File: config.mk
export PLATFORM = sky130hd
export DESIGN_NAME = frida_conv_seq_flat
export DESIGN_NICKNAME = d
export VERILOG_FILES = /design/src/rtl/frida_conv_seq_if.sv /design/src/rtl/frida_conv_seq.sv /design/src/flat_wrapper.sv
export SDC_FILE = /design/constraint.sdc
export NUM_CORES = 1
export LEC_CHECK = 0
export CAP_MARGIN = 20
export CORE_AREA = 3 3 116 118
export CTS_CLUSTER_DIAMETER = 120
export DETAILED_ROUTE_END_ITERATION = 10
export DIE_AREA = 0 0 119 121
export GPL_TIMING_DRIVEN = 0
export MAX_ROUTING_LAYER = met4
export PLACE_DENSITY = 0.81
export SYNTH_ARGS = -nofsm -noshare
export SYNTH_HDL_FRONTEND = slang
export SYNTH_SLANG_ARGS = --single-unit
File: constraint.sdc
create_clock -name clk -period 5.2 [get_ports clk]
set_input_delay 1.3 -clock clk [delete_from_list [all_inputs] [get_ports clk]]
set_output_delay 1.3 -clock clk [all_outputs]
set_load 0.005 [all_outputs]
File: src/rtl/frida_conv_seq_if.sv
// Control/config/status bundle between the FRIDA core and the on-chip
// conversion sequencer. The sequencer is the slave; the core side is the master.
interface frida_conv_seq_if #(
    parameter int CNT_W   = 8,
    parameter int NUM_ADC = 16,
    parameter int SEL_W   = 4,
    parameter int NCONV_W = 8
);
    logic               start;
    logic               abort;
    logic [CNT_W-1:0]   cfg_t_init;
    logic [CNT_W-1:0]   cfg_t_samp;
    logic [CNT_W-1:0]   cfg_t_cmp;
    logic [CNT_W-1:0]   cfg_t_logic;
    logic [NCONV_W-1:0] cfg_nconv;
    logic [NUM_ADC-1:0] cfg_adc_mask;
    logic               seq_init;
    logic               seq_samp;
    logic               seq_cmp;
    logic               seq_logic;
    logic [SEL_W-1:0]   mux_sel;
    logic               busy;
    logic               done;
    logic [NCONV_W-1:0] conv_cnt;

    modport master (
        output start, abort, cfg_t_init, cfg_t_samp, cfg_t_cmp, cfg_t_logic,
               cfg_nconv, cfg_adc_mask,
        input  seq_init, seq_samp, seq_cmp, seq_logic, mux_sel, busy, done,
               conv_cnt
    );

    modport slave (
        input  start, abort, cfg_t_init, cfg_t_samp, cfg_t_cmp, cfg_t_logic,
               cfg_nconv, cfg_adc_mask,
        output seq_init, seq_samp, seq_cmp, seq_logic, mux_sel, busy, done,
               conv_cnt
    );
endinterface

File: src/rtl/frida_conv_seq.sv
// FRIDA SAR conversion sequencer: generates INIT/SAMP/CMP/LOGIC strobes with
// programmable phase lengths and scans the comparator mux over enabled ADCs.
module frida_conv_seq #(
    parameter int NBITS   = 8,
    parameter int CNT_W   = 8,
    parameter int NUM_ADC = 16,
    parameter int SEL_W   = 4,
    parameter int NCONV_W = 8
) (
    input  logic          clk,
    input  logic          rst_b,
    frida_conv_seq_if.slave bus
);
    localparam int BIT_W = (NBITS > 1) ? $clog2(NBITS) : 1;

    typedef enum logic [2:0] {IDLE, INIT, SAMP, CMP, LOGIC, NEXT, DONE} state_t;

    state_t             state, state_nxt;
    logic [CNT_W-1:0]   ph_cnt, ph_nxt;
    logic [BIT_W-1:0]   bit_cnt, bit_nxt;
    logic [NCONV_W-1:0] conv_cnt_q, conv_nxt;
    logic [SEL_W-1:0]   mux_sel_q, sel_nxt;
    logic               latch_cfg;

    // Run configuration, frozen when a start is accepted.
    logic [CNT_W-1:0]   t_init_q, t_samp_q, t_cmp_q, t_logic_q;
    logic [NCONV_W-1:0] nconv_q;
    logic [NUM_ADC-1:0] mask_q;

    logic seq_init_q, seq_samp_q, seq_cmp_q, seq_logic_q, busy_q, done_q;

    // Last cycle of a phase; a programmed length of 0 behaves as 1.
    function automatic logic phase_end(input logic [CNT_W-1:0] cnt,
                                       input logic [CNT_W-1:0] len);
        return (len == '0) || (cnt == len - CNT_W'(1));
    endfunction

    function automatic logic [SEL_W-1:0] lowest_sel(input logic [NUM_ADC-1:0] mask);
        logic             found = 1'b0;
        logic [SEL_W-1:0] res   = '0;
        for (int i = 0; i < NUM_ADC; i++) begin
            if (!found && mask[i]) begin
                res   = SEL_W'(i);
                found = 1'b1;
            end
        end
        return res;
    endfunction

    // Next enabled ADC above cur, wrapping; a lone bit maps back onto itself.
    function automatic logic [SEL_W-1:0] next_sel(input logic [SEL_W-1:0]   cur,
                                                  input logic [NUM_ADC-1:0] mask);
        logic             found = 1'b0;
        logic [SEL_W-1:0] res   = cur;
        int               idx;
        for (int i = 1; i < NUM_ADC; i++) begin
            idx = (int'(cur) + i) % NUM_ADC;
            if (!found && mask[idx]) begin
                res   = SEL_W'(idx);
                found = 1'b1;
            end
        end
        return res;
    endfunction

    // Next-state, phase/bit counters, scan position and conversion count.
    always_comb begin
        // NOTE: every variable gets a default first so no path holds a stale value (no latch).
        state_nxt = state;
        ph_nxt    = ph_cnt;
        bit_nxt   = bit_cnt;
        conv_nxt  = conv_cnt_q;
        sel_nxt   = mux_sel_q;
        latch_cfg = 1'b0;
        unique case (state)
            IDLE: begin
                if (bus.start && (bus.cfg_adc_mask != '0)) begin
                    latch_cfg = 1'b1;
                    sel_nxt   = lowest_sel(bus.cfg_adc_mask);
                    conv_nxt  = '0;
                    ph_nxt    = '0;
                    state_nxt = INIT;
                end
            end
            INIT: begin
                if (phase_end(ph_cnt, t_init_q)) begin
                    ph_nxt    = '0;
                    state_nxt = SAMP;
                end else begin
                    ph_nxt = ph_cnt + CNT_W'(1);
                end
            end
            SAMP: begin
                if (phase_end(ph_cnt, t_samp_q)) begin
                    ph_nxt    = '0;
                    bit_nxt   = '0;
                    state_nxt = CMP;
                end else begin
                    ph_nxt = ph_cnt + CNT_W'(1);
                end
            end
            CMP: begin
                if (phase_end(ph_cnt, t_cmp_q)) begin
                    ph_nxt    = '0;
                    state_nxt = LOGIC;
                end else begin
                    ph_nxt = ph_cnt + CNT_W'(1);
                end
            end
            LOGIC: begin
                if (phase_end(ph_cnt, t_logic_q)) begin
                    ph_nxt = '0;
                    if (bit_cnt != BIT_W'(NBITS - 1)) begin
                        bit_nxt   = bit_cnt + BIT_W'(1);
                        state_nxt = CMP;
                    end else begin
                        conv_nxt = conv_cnt_q + NCONV_W'(1);
                        if ((nconv_q != '0) && (conv_nxt == nconv_q)) begin
                            state_nxt = DONE;
                        end else begin
                            sel_nxt   = next_sel(mux_sel_q, mask_q);
                            state_nxt = NEXT;
                        end
                    end
                end else begin
                    ph_nxt = ph_cnt + CNT_W'(1);
                end
            end
            NEXT:    state_nxt = INIT;
            DONE:    state_nxt = IDLE;
            default: state_nxt = IDLE;
        endcase
        // Abort overrides everything, including a same-cycle start.
        if (bus.abort) begin
            state_nxt = IDLE;
            conv_nxt  = conv_cnt_q;
            sel_nxt   = mux_sel_q;
            latch_cfg = 1'b0;
        end
    end

    // State, counters, latched config and registered outputs.
    always_ff @(posedge clk) begin
        // NOTE: non-blocking assignments so every register samples pre-edge values.
        if (!rst_b) begin
            state       <= IDLE;
            ph_cnt      <= '0;
            bit_cnt     <= '0;
            conv_cnt_q  <= '0;
            mux_sel_q   <= '0;
            t_init_q    <= '0;
            t_samp_q    <= '0;
            t_cmp_q     <= '0;
            t_logic_q   <= '0;
            nconv_q     <= '0;
            mask_q      <= '0;
            seq_init_q  <= 1'b0;
            seq_samp_q  <= 1'b0;
            seq_cmp_q   <= 1'b0;
            seq_logic_q <= 1'b0;
            busy_q      <= 1'b0;
            done_q      <= 1'b0;
        end else begin
            state      <= state_nxt;
            ph_cnt     <= ph_nxt;
            bit_cnt    <= bit_nxt;
            conv_cnt_q <= conv_nxt;
            mux_sel_q  <= sel_nxt;
            if (latch_cfg) begin
                t_init_q  <= bus.cfg_t_init;
                t_samp_q  <= bus.cfg_t_samp;
                t_cmp_q   <= bus.cfg_t_cmp;
                t_logic_q <= bus.cfg_t_logic;
                nconv_q   <= bus.cfg_nconv;
                mask_q    <= bus.cfg_adc_mask;
            end
            seq_init_q  <= (state_nxt == INIT);
            seq_samp_q  <= (state_nxt == SAMP);
            seq_cmp_q   <= (state_nxt == CMP);
            seq_logic_q <= (state_nxt == LOGIC);
            busy_q      <= (state_nxt inside {INIT, SAMP, CMP, LOGIC, NEXT});
            done_q      <= (state_nxt == DONE);
        end
    end

    assign bus.seq_init  = seq_init_q;
    assign bus.seq_samp  = seq_samp_q;
    assign bus.seq_cmp   = seq_cmp_q;
    assign bus.seq_logic = seq_logic_q;
    assign bus.mux_sel   = mux_sel_q;
    assign bus.busy      = busy_q;
    assign bus.done      = done_q;
    assign bus.conv_cnt  = conv_cnt_q;
endmodule

File: src/flat_wrapper.sv
// flat-port wrapper written by rule: the top's interface ports become plain ports
module frida_conv_seq_flat 
#(
    parameter int NBITS   = 8,
    parameter int CNT_W   = 8,
    parameter int NUM_ADC = 16,
    parameter int SEL_W   = 4,
    parameter int NCONV_W = 8
)
  (clk, rst_b, bus_start, bus_abort, bus_cfg_t_init, bus_cfg_t_samp, bus_cfg_t_cmp, bus_cfg_t_logic, bus_cfg_nconv, bus_cfg_adc_mask, bus_seq_init, bus_seq_samp, bus_seq_cmp, bus_seq_logic, bus_mux_sel, bus_busy, bus_done, bus_conv_cnt);
  frida_conv_seq_if #(.CNT_W(CNT_W), .NUM_ADC(NUM_ADC), .SEL_W(SEL_W), .NCONV_W(NCONV_W)) bus_i ();
  input  logic clk;
  input  logic rst_b;
  input wire logic [$bits(bus_i.start)-1:0] bus_start;
  input wire logic [$bits(bus_i.abort)-1:0] bus_abort;
  input wire logic [$bits(bus_i.cfg_t_init)-1:0] bus_cfg_t_init;
  input wire logic [$bits(bus_i.cfg_t_samp)-1:0] bus_cfg_t_samp;
  input wire logic [$bits(bus_i.cfg_t_cmp)-1:0] bus_cfg_t_cmp;
  input wire logic [$bits(bus_i.cfg_t_logic)-1:0] bus_cfg_t_logic;
  input wire logic [$bits(bus_i.cfg_nconv)-1:0] bus_cfg_nconv;
  input wire logic [$bits(bus_i.cfg_adc_mask)-1:0] bus_cfg_adc_mask;
  output wire logic [$bits(bus_i.seq_init)-1:0] bus_seq_init;
  output wire logic [$bits(bus_i.seq_samp)-1:0] bus_seq_samp;
  output wire logic [$bits(bus_i.seq_cmp)-1:0] bus_seq_cmp;
  output wire logic [$bits(bus_i.seq_logic)-1:0] bus_seq_logic;
  output wire logic [$bits(bus_i.mux_sel)-1:0] bus_mux_sel;
  output wire logic [$bits(bus_i.busy)-1:0] bus_busy;
  output wire logic [$bits(bus_i.done)-1:0] bus_done;
  output wire logic [$bits(bus_i.conv_cnt)-1:0] bus_conv_cnt;
  assign bus_i.start = bus_start;
  assign bus_i.abort = bus_abort;
  assign bus_i.cfg_t_init = bus_cfg_t_init;
  assign bus_i.cfg_t_samp = bus_cfg_t_samp;
  assign bus_i.cfg_t_cmp = bus_cfg_t_cmp;
  assign bus_i.cfg_t_logic = bus_cfg_t_logic;
  assign bus_i.cfg_nconv = bus_cfg_nconv;
  assign bus_i.cfg_adc_mask = bus_cfg_adc_mask;
  assign bus_seq_init = bus_i.seq_init;
  assign bus_seq_samp = bus_i.seq_samp;
  assign bus_seq_cmp = bus_i.seq_cmp;
  assign bus_seq_logic = bus_i.seq_logic;
  assign bus_mux_sel = bus_i.mux_sel;
  assign bus_busy = bus_i.busy;
  assign bus_done = bus_i.done;
  assign bus_conv_cnt = bus_i.conv_cnt;
  frida_conv_seq #(.NBITS(NBITS), .CNT_W(CNT_W), .NUM_ADC(NUM_ADC), .SEL_W(SEL_W), .NCONV_W(NCONV_W)) u_core (.clk(clk), .rst_b(rst_b), .bus(bus_i));
endmodule
==> results of run 1 <==
-- area by class of cell --
class	count	area, um2	share of cell area (%)
buffer	55	249	2.90
clock buffer	10	239	2.79
inverter	29	109	1.27
sequential	88	1760	20.5
tap	172	215	2.51
timing repair buffer	77	764	8.91
clock inverter	6	90.1	1.05
multi-input combinational	758	5150	60.0
-- cells in the mapped netlist (all sizes together), types with 12 or more instances --
library cell,number
nor4,14
clkbuf,39
buf,16
nand2,173
ha,17
nor2,67
xor2,21
mux4,27
xnor2,33
a211oi,12
mux2i,23
dfxtp,88
inv,26
a21oi,97
mux2,15
nor3,33
o21ai,35
nand3,19
or3,13
-- worst max-delay path, delay by kind of cell --
kind	cells	cell delay (ns)
buffers and inverters	5	1.82
AO/OA/AOI/OAI	3	1.17
AND/OR/NAND/NOR	4	0.70
-- through the flow --
stage | instance area, um2 | hold WS, ns | setup slack, ns
2_1_floorplan | 7270 | 0.448 | 1.32
3_3_place_gp | 8250 | 0.467 | 0.0479
3_5_place_dp | 8250 | 0.479 | 0.0189
4_1_cts | 8580 | 0.488 | 0.344
5_1_grt | 8580 | 0.511 | 0.138
6_report | 8580 | 0.484 | 0.486
-- state kept, by name (all words and copies together) (netlist names) --
signal                count
u_core.bus.seq_cmp        1
u_core.bus.busy           1
u_core.t_init_q           8
u_core.bus.seq_samp       1
u_core.bus.seq_init       1
u_core.t_logic_q          8
u_core.mask_q            16
u_core.nconv_q            8
u_core.bus.mux_sel        4
u_core.bus.seq_logic      1
u_core.state              3
u_core.bus.conv_cnt       8
u_core.ph_cnt             8
u_core.t_cmp_q            8
u_core.bus.done           1
u_core.t_samp_q           8
u_core.bit_cnt            3
-- cells by family after synthesis --
kind of cell | share of synthesized area, %
XOR/XNOR | 6.61
AND/OR/NAND/NOR | 26.5
AO/OA/AOI/OAI | 20.5
multiplexers | 14.3
flip-flops | 24.2
adder cells (fa/ha/maj) | 2.92
buffers and inverters | 4.92
-- worst paths after layout --
path                                                      endpoint                          startpoint  slack, ns  depth (start not counted)
worst max-delay path                 u_core.mask_q[6]$_SDFFE_PN0P_                 bus_cfg_adc_mask[3]       0.49                         12
worst min-delay path                u_core.t_cmp_q[6]$_SDFFE_PN0P_      u_core.t_cmp_q[6]$_SDFFE_PN0P_       0.48                          2
worst max register to register  u_core.bus.mux_sel[1]$_SDFFE_PN0P_  u_core.bus.mux_sel[1]$_SDFFE_PN0P_       0.53                         11
worst min register to register      u_core.t_cmp_q[6]$_SDFFE_PN0P_      u_core.t_cmp_q[6]$_SDFFE_PN0P_       0.48                          2
-- per-layer routing --
layer,routed length (um),GRT usage [%],vias to the layer above
li1,-,-,3598
met1,8990,38.8,3584
met2,10800,50.6,404
met3,1800,5.87,68
met4,862,13.7,0
met5,0,-,-
-- where the power goes --
group | internal, mW | leakage (nW) | switching [mW]
clock network | 0.436 | 0.159 | 0.283
logic | 0.298 | 2.22 | 0.405
registers | 0.700 | 0.716 | 0.0368
total | 1.43 | 3.10 | 0.725
==> impl_metrics.ini, run 1 <==
[worst_setup_path]
worstSetupEndpointType = flop
arrival_ns = 4.99
critPathLaunchType = input port
crit_path_cell_trace = clkdlybuf4s50_1, nor4_1, nand4_1, o311ai_0, a2111oi_0, clkbuf_1, inv_1, nor2_1, clkbuf_1, buf_1, nand2_1, a21oi_1
cp_max_fo = 10
critPathKind = in2reg
crit_top_cell = clkbuf_1
slowest_stage = a2111oi_0
cpPeakStageDelay_ns = 0.82
cp.required_ns = 5.48

[synth]
yosys-top-cells-area = dfxtp_1 (24%), nand2_1 (8.9%), a21oi_1 (6.6%), mux4_2 (5.9%), xnor2_1 (3.9%)
ys.flop_type = dfxtp_1
synthDistinctLibCells = 84
synth_warnings = 0
synthCells = 930
yosys.area.top_type = dfxtp_1
syn_nets = 1007
syn_area_per_cell_um2 = 7.82
ys_seq_elements = 88
syn_area_mm2 = 0.00727
synth_edf_count = 0
synth_top_area_share_pct = 24.2
ys_seq_area_share_pct = 24.2
async_flop_share_pct = 0

[worst_hold_path]
holdCritPathClass = reg2reg

[layout]
final_cells = 1195
n_fill_cell = 1065
drive_gt1_share_pct = 7.82
final_common_cell = nand2_1
antennaDiodeCount = 0
final_cell_mix = nand2_1 (173), a21oi_1 (96), dfxtp_1 (88)
final_util_pct = 68.3
final_net_count = 1095
synthToLayoutAreaGrowth_pct = 18.0

[clock_network]
cts-root-buf = clkbuf_16
cts.repair.resized = 0
numCtsBuffers = 9
clkTransAtPathRegs_ns = 0.07
htreeDepth = 3
ctsHoldBuffers = 0
cts_buffer_depth = 2
clk_latency_ns = 0.35
cts_tree = yes
clock-sinks = 88
post-cts-setup-buffer-count = 0

[sta]
period_share_pct = 90.7
tns_ns = 0
hold_violations = 0
tightest_slew_ns = 1.05
min_period_ns = 4.71
rsz0062_at_grt = no
setup_viol = 0
relSlewSlack_pct = 29.4
slew_violations = 0
max_freq_mhz = 212
clock-skew-final_ns = 0.00546

[route]
route.detailed.drc = 0
vias_per_cell = 6.41
totalWireLength_um = 22400
num_vias = 7654
dr.pass1.iters = 6
drtAntennaViolNets = 0
post_drt_wl_per_cell_um = 18.7
first_iter_violations = 1035

[place]
port_buffers = 76
place_inst = 1178
routabilityCongestion = 1.04
dp_hpwl_um = 16600

[global_route]
grtUsageTotal_pct = 31.4
antenna_found_initial = 0
grt_pass1_vias = 7014
grt_pass1_wl_um = 35600
grt_max_degree = 16
globalRouteOverflowTotal = 0

[flow_run]
maxCapViolCount = 0

[floorplan]
io_pins = 78
die_area_mm2 = 0.0144
initial_core_util_pct = 57.9
die_w_um = 119
core_mm2 = 0.0126
die_h_um = 121
rows = 41

[power_and_ir_drop]
power_density_mw_per_mm2 = 252
finalPower_mw = 2.16
p_leak_nw = 3.10
vdd_drop_max_uv = 200

[run_status]
outcome = completed
Power figures use the tool's default switching activity.
==> run 2, diff against run 1 <==
--- a/config.mk
+++ b/config.mk
@@ -16,3 +16,4 @@
 export SYNTH_ARGS = -nofsm -noshare
 export SYNTH_HDL_FRONTEND = slang
 export SYNTH_SLANG_ARGS = --single-unit
+export TNS_END_PERCENT = 5
==> results of run 2 <==
The final DEF is identical to that of run 1; final timing and power are the same.
==> run 3, diff against run 2 <==
--- a/config.mk
+++ b/config.mk
@@ -8,9 +8,9 @@
 export CAP_MARGIN = 20
 export CORE_AREA = 3 3 116 118
 export CTS_CLUSTER_DIAMETER = 120
+export CTS_CLUSTER_SIZE = 25
 export DETAILED_ROUTE_END_ITERATION = 10
 export DIE_AREA = 0 0 119 121
-export GPL_TIMING_DRIVEN = 0
 export MAX_ROUTING_LAYER = met4
 export PLACE_DENSITY = 0.81
 export SYNTH_ARGS = -nofsm -noshare
==> impl_metrics.ini, run 3 (synthesis results as in run 1) <==
[floorplan]
rows = 41
io_pins = 78
die_w_um = 119
die_h_um = 121
die_area_mm2 = 0.0144
initial_core_util_pct = 57.9
core_mm2 = 0.0126

[sta]
tns_ns = 0
min_period_ns = 4.58
hold_violations = 0
max_freq_mhz = 218
rsz0062_at_grt = no
relSlewSlack_pct = 23.9
slew_violations = 0
period_share_pct = 88.2
clock-skew-final_ns = 0.00639
tightest_slew_ns = 1.11
setup_viol = 0

[flow_run]
maxCapViolCount = 0

[global_route]
antenna_found_initial = 0
grtUsageTotal_pct = 28.7
grt_pass1_vias = 6673
grt_max_degree = 49
grt_pass1_wl_um = 33100
globalRouteOverflowTotal = 0

[clock_network]
numCtsBuffers = 9
cts.repair.resized = 0
post-cts-setup-buffer-count = 0
clock-sinks = 88
cts_buffer_depth = 2
clkTransAtPathRegs_ns = 0.07
htreeDepth = 3
cts-root-buf = clkbuf_16
cts_tree = yes
clk_latency_ns = 0.35
ctsHoldBuffers = 0

[power_and_ir_drop]
switching_share_pct = 34.4
power_density_mw_per_mm2 = 243
p_int_mw = 1.34
p_leak_nw = 3.06
clockPowerShare_pct = 30.4
p_seq_share_pct = 36.1
vdd_drop_max_uv = 225
p_sw_mw = 0.704
power_frac_comb_pct = 33.5

[route]
first_iter_violations = 882
post_drt_wl_per_cell_um = 17.6
vias_per_cell = 6.34
dr.pass1.iters = 5
route.detailed.drc = 0
drtAntennaViolNets = 0
num_vias = 7328
totalWireLength_um = 20300

[layout]
regMostFlops = u_core.mask_q
final_cells = 1155
multi_input_area_mm2 = 0.00517
largest_reg_flops = 16
synthToLayoutAreaGrowth_pct = 16.1
seq_area_mm2 = 0.00176
n_fill_cell = 1089
antennaDiodeCount = 0
drive_gt1_share_pct = 8.95
final_net_count = 1055
final_common_cell = nand2_1
final_cell_mix = nand2_1 (172), a21oi_1 (96), dfxtp_1 (88)

[place]
dp_hpwl_um = 15000
port_buffers = 77
routabilityCongestion = 0.972
place_inst = 1139

[worst_setup_path]
critPathKind = in2reg
worstSetupEndpointType = flop
crit_start = bus_cfg_adc_mask[8]
cp_max_fo = 30
arrival_ns = 4.87
r2r-start = u_core.bus.mux_sel[1]$_SDFFE_PN0P_
critPathLaunchType = input port
cp.required_ns = 5.48

[run_status]
outcome = completed

[worst_hold_path]
holdCritPathClass = reg2reg
hold_start = u_core.t_cmp_q[6]$_SDFFE_PN0P_
run 3: cell count changes in the layout (fill, tap and decap cells not counted), moves of 2 or more:
cell       before  now
clkbuf_1       40    1
buf_4           1   13
buf_1           6    0
buf_2           6    0
buf_6           2    0
bufinv_16       2    0
run 3: area by class of cell:
class	instances	share of cell area (%)
clock buffer	11	2.87
timing repair buffer	92	10.8
tap	172	2.55
clock inverter	5	0.459
sequential	88	20.9
inverter	29	1.29
multi-input combinational	758	61.2
run 3: per-stage QoR:
stage | power [mW] | area (um2) | setup WS, ns | utilization [%] | hold WS [ns]
2_1_floorplan | 1.23 | 7270 | 1.32 | - | 0.448
3_3_place_gp | 1.41 | 8160 | 0.456 | 64.9 | 0.469
3_5_place_dp | 1.42 | 8160 | 0.301 | 64.9 | 0.475
4_1_cts | 2.04 | 8440 | 0.664 | 67.2 | 0.484
5_1_grt | 2.14 | 8440 | 0.297 | 67.2 | 0.501
6_report | 2.05 | 8440 | 0.616 | 67.2 | 0.481
run 3: routing by layer:
layer / GRT usage (%) / vias to the layer above / share of wire (%)
met4: 11.0 / 0 / 2.9
met1: 36.0 / 3459 / 43
met3: 3.92 / 54 / 5.8
met2: 47.3 / 317 / 48
li1: - / 3498 / -
met5: - / - / 0
run 3: power groups by stage:
stage	clock network, mW	logic, mW	registers [mW]
2_1_floorplan	0	0.491	0.738
3_3_place_gp	0	0.662	0.752
3_5_place_dp	0	0.666	0.754
4_1_cts	0.626	0.670	0.738
5_1_grt	0.657	0.742	0.744
6_report	0.623	0.685	0.740
run 3: worst max-delay path, cell delays in order:
cell	delay, ns
clkdlybuf4s50_1	0.54
nor4_1	0.12
nand4_1	0.17
o311ai_0	0.21
a2111oi_0	0.98
inv_1	0.25
nor2_4	0.61
buf_4	0.43
nand2_1	0.10
a21oi_1	0.13
run 3: worst paths after layout:
check / endpoint / slack (ns) / cells after the start
worst min-delay path: u_core.t_cmp_q[6]$_SDFFE_PN0P_ / 0.48 / 2
worst max-delay path: u_core.mask_q[9]$_SDFFE_PN0P_ / 0.62 / 10
worst max register to register: u_core.bus.mux_sel[1]$_SDFFE_PN0P_ / 1.05 / 12
worst min register to register: u_core.t_cmp_q[6]$_SDFFE_PN0P_ / 0.48 / 2
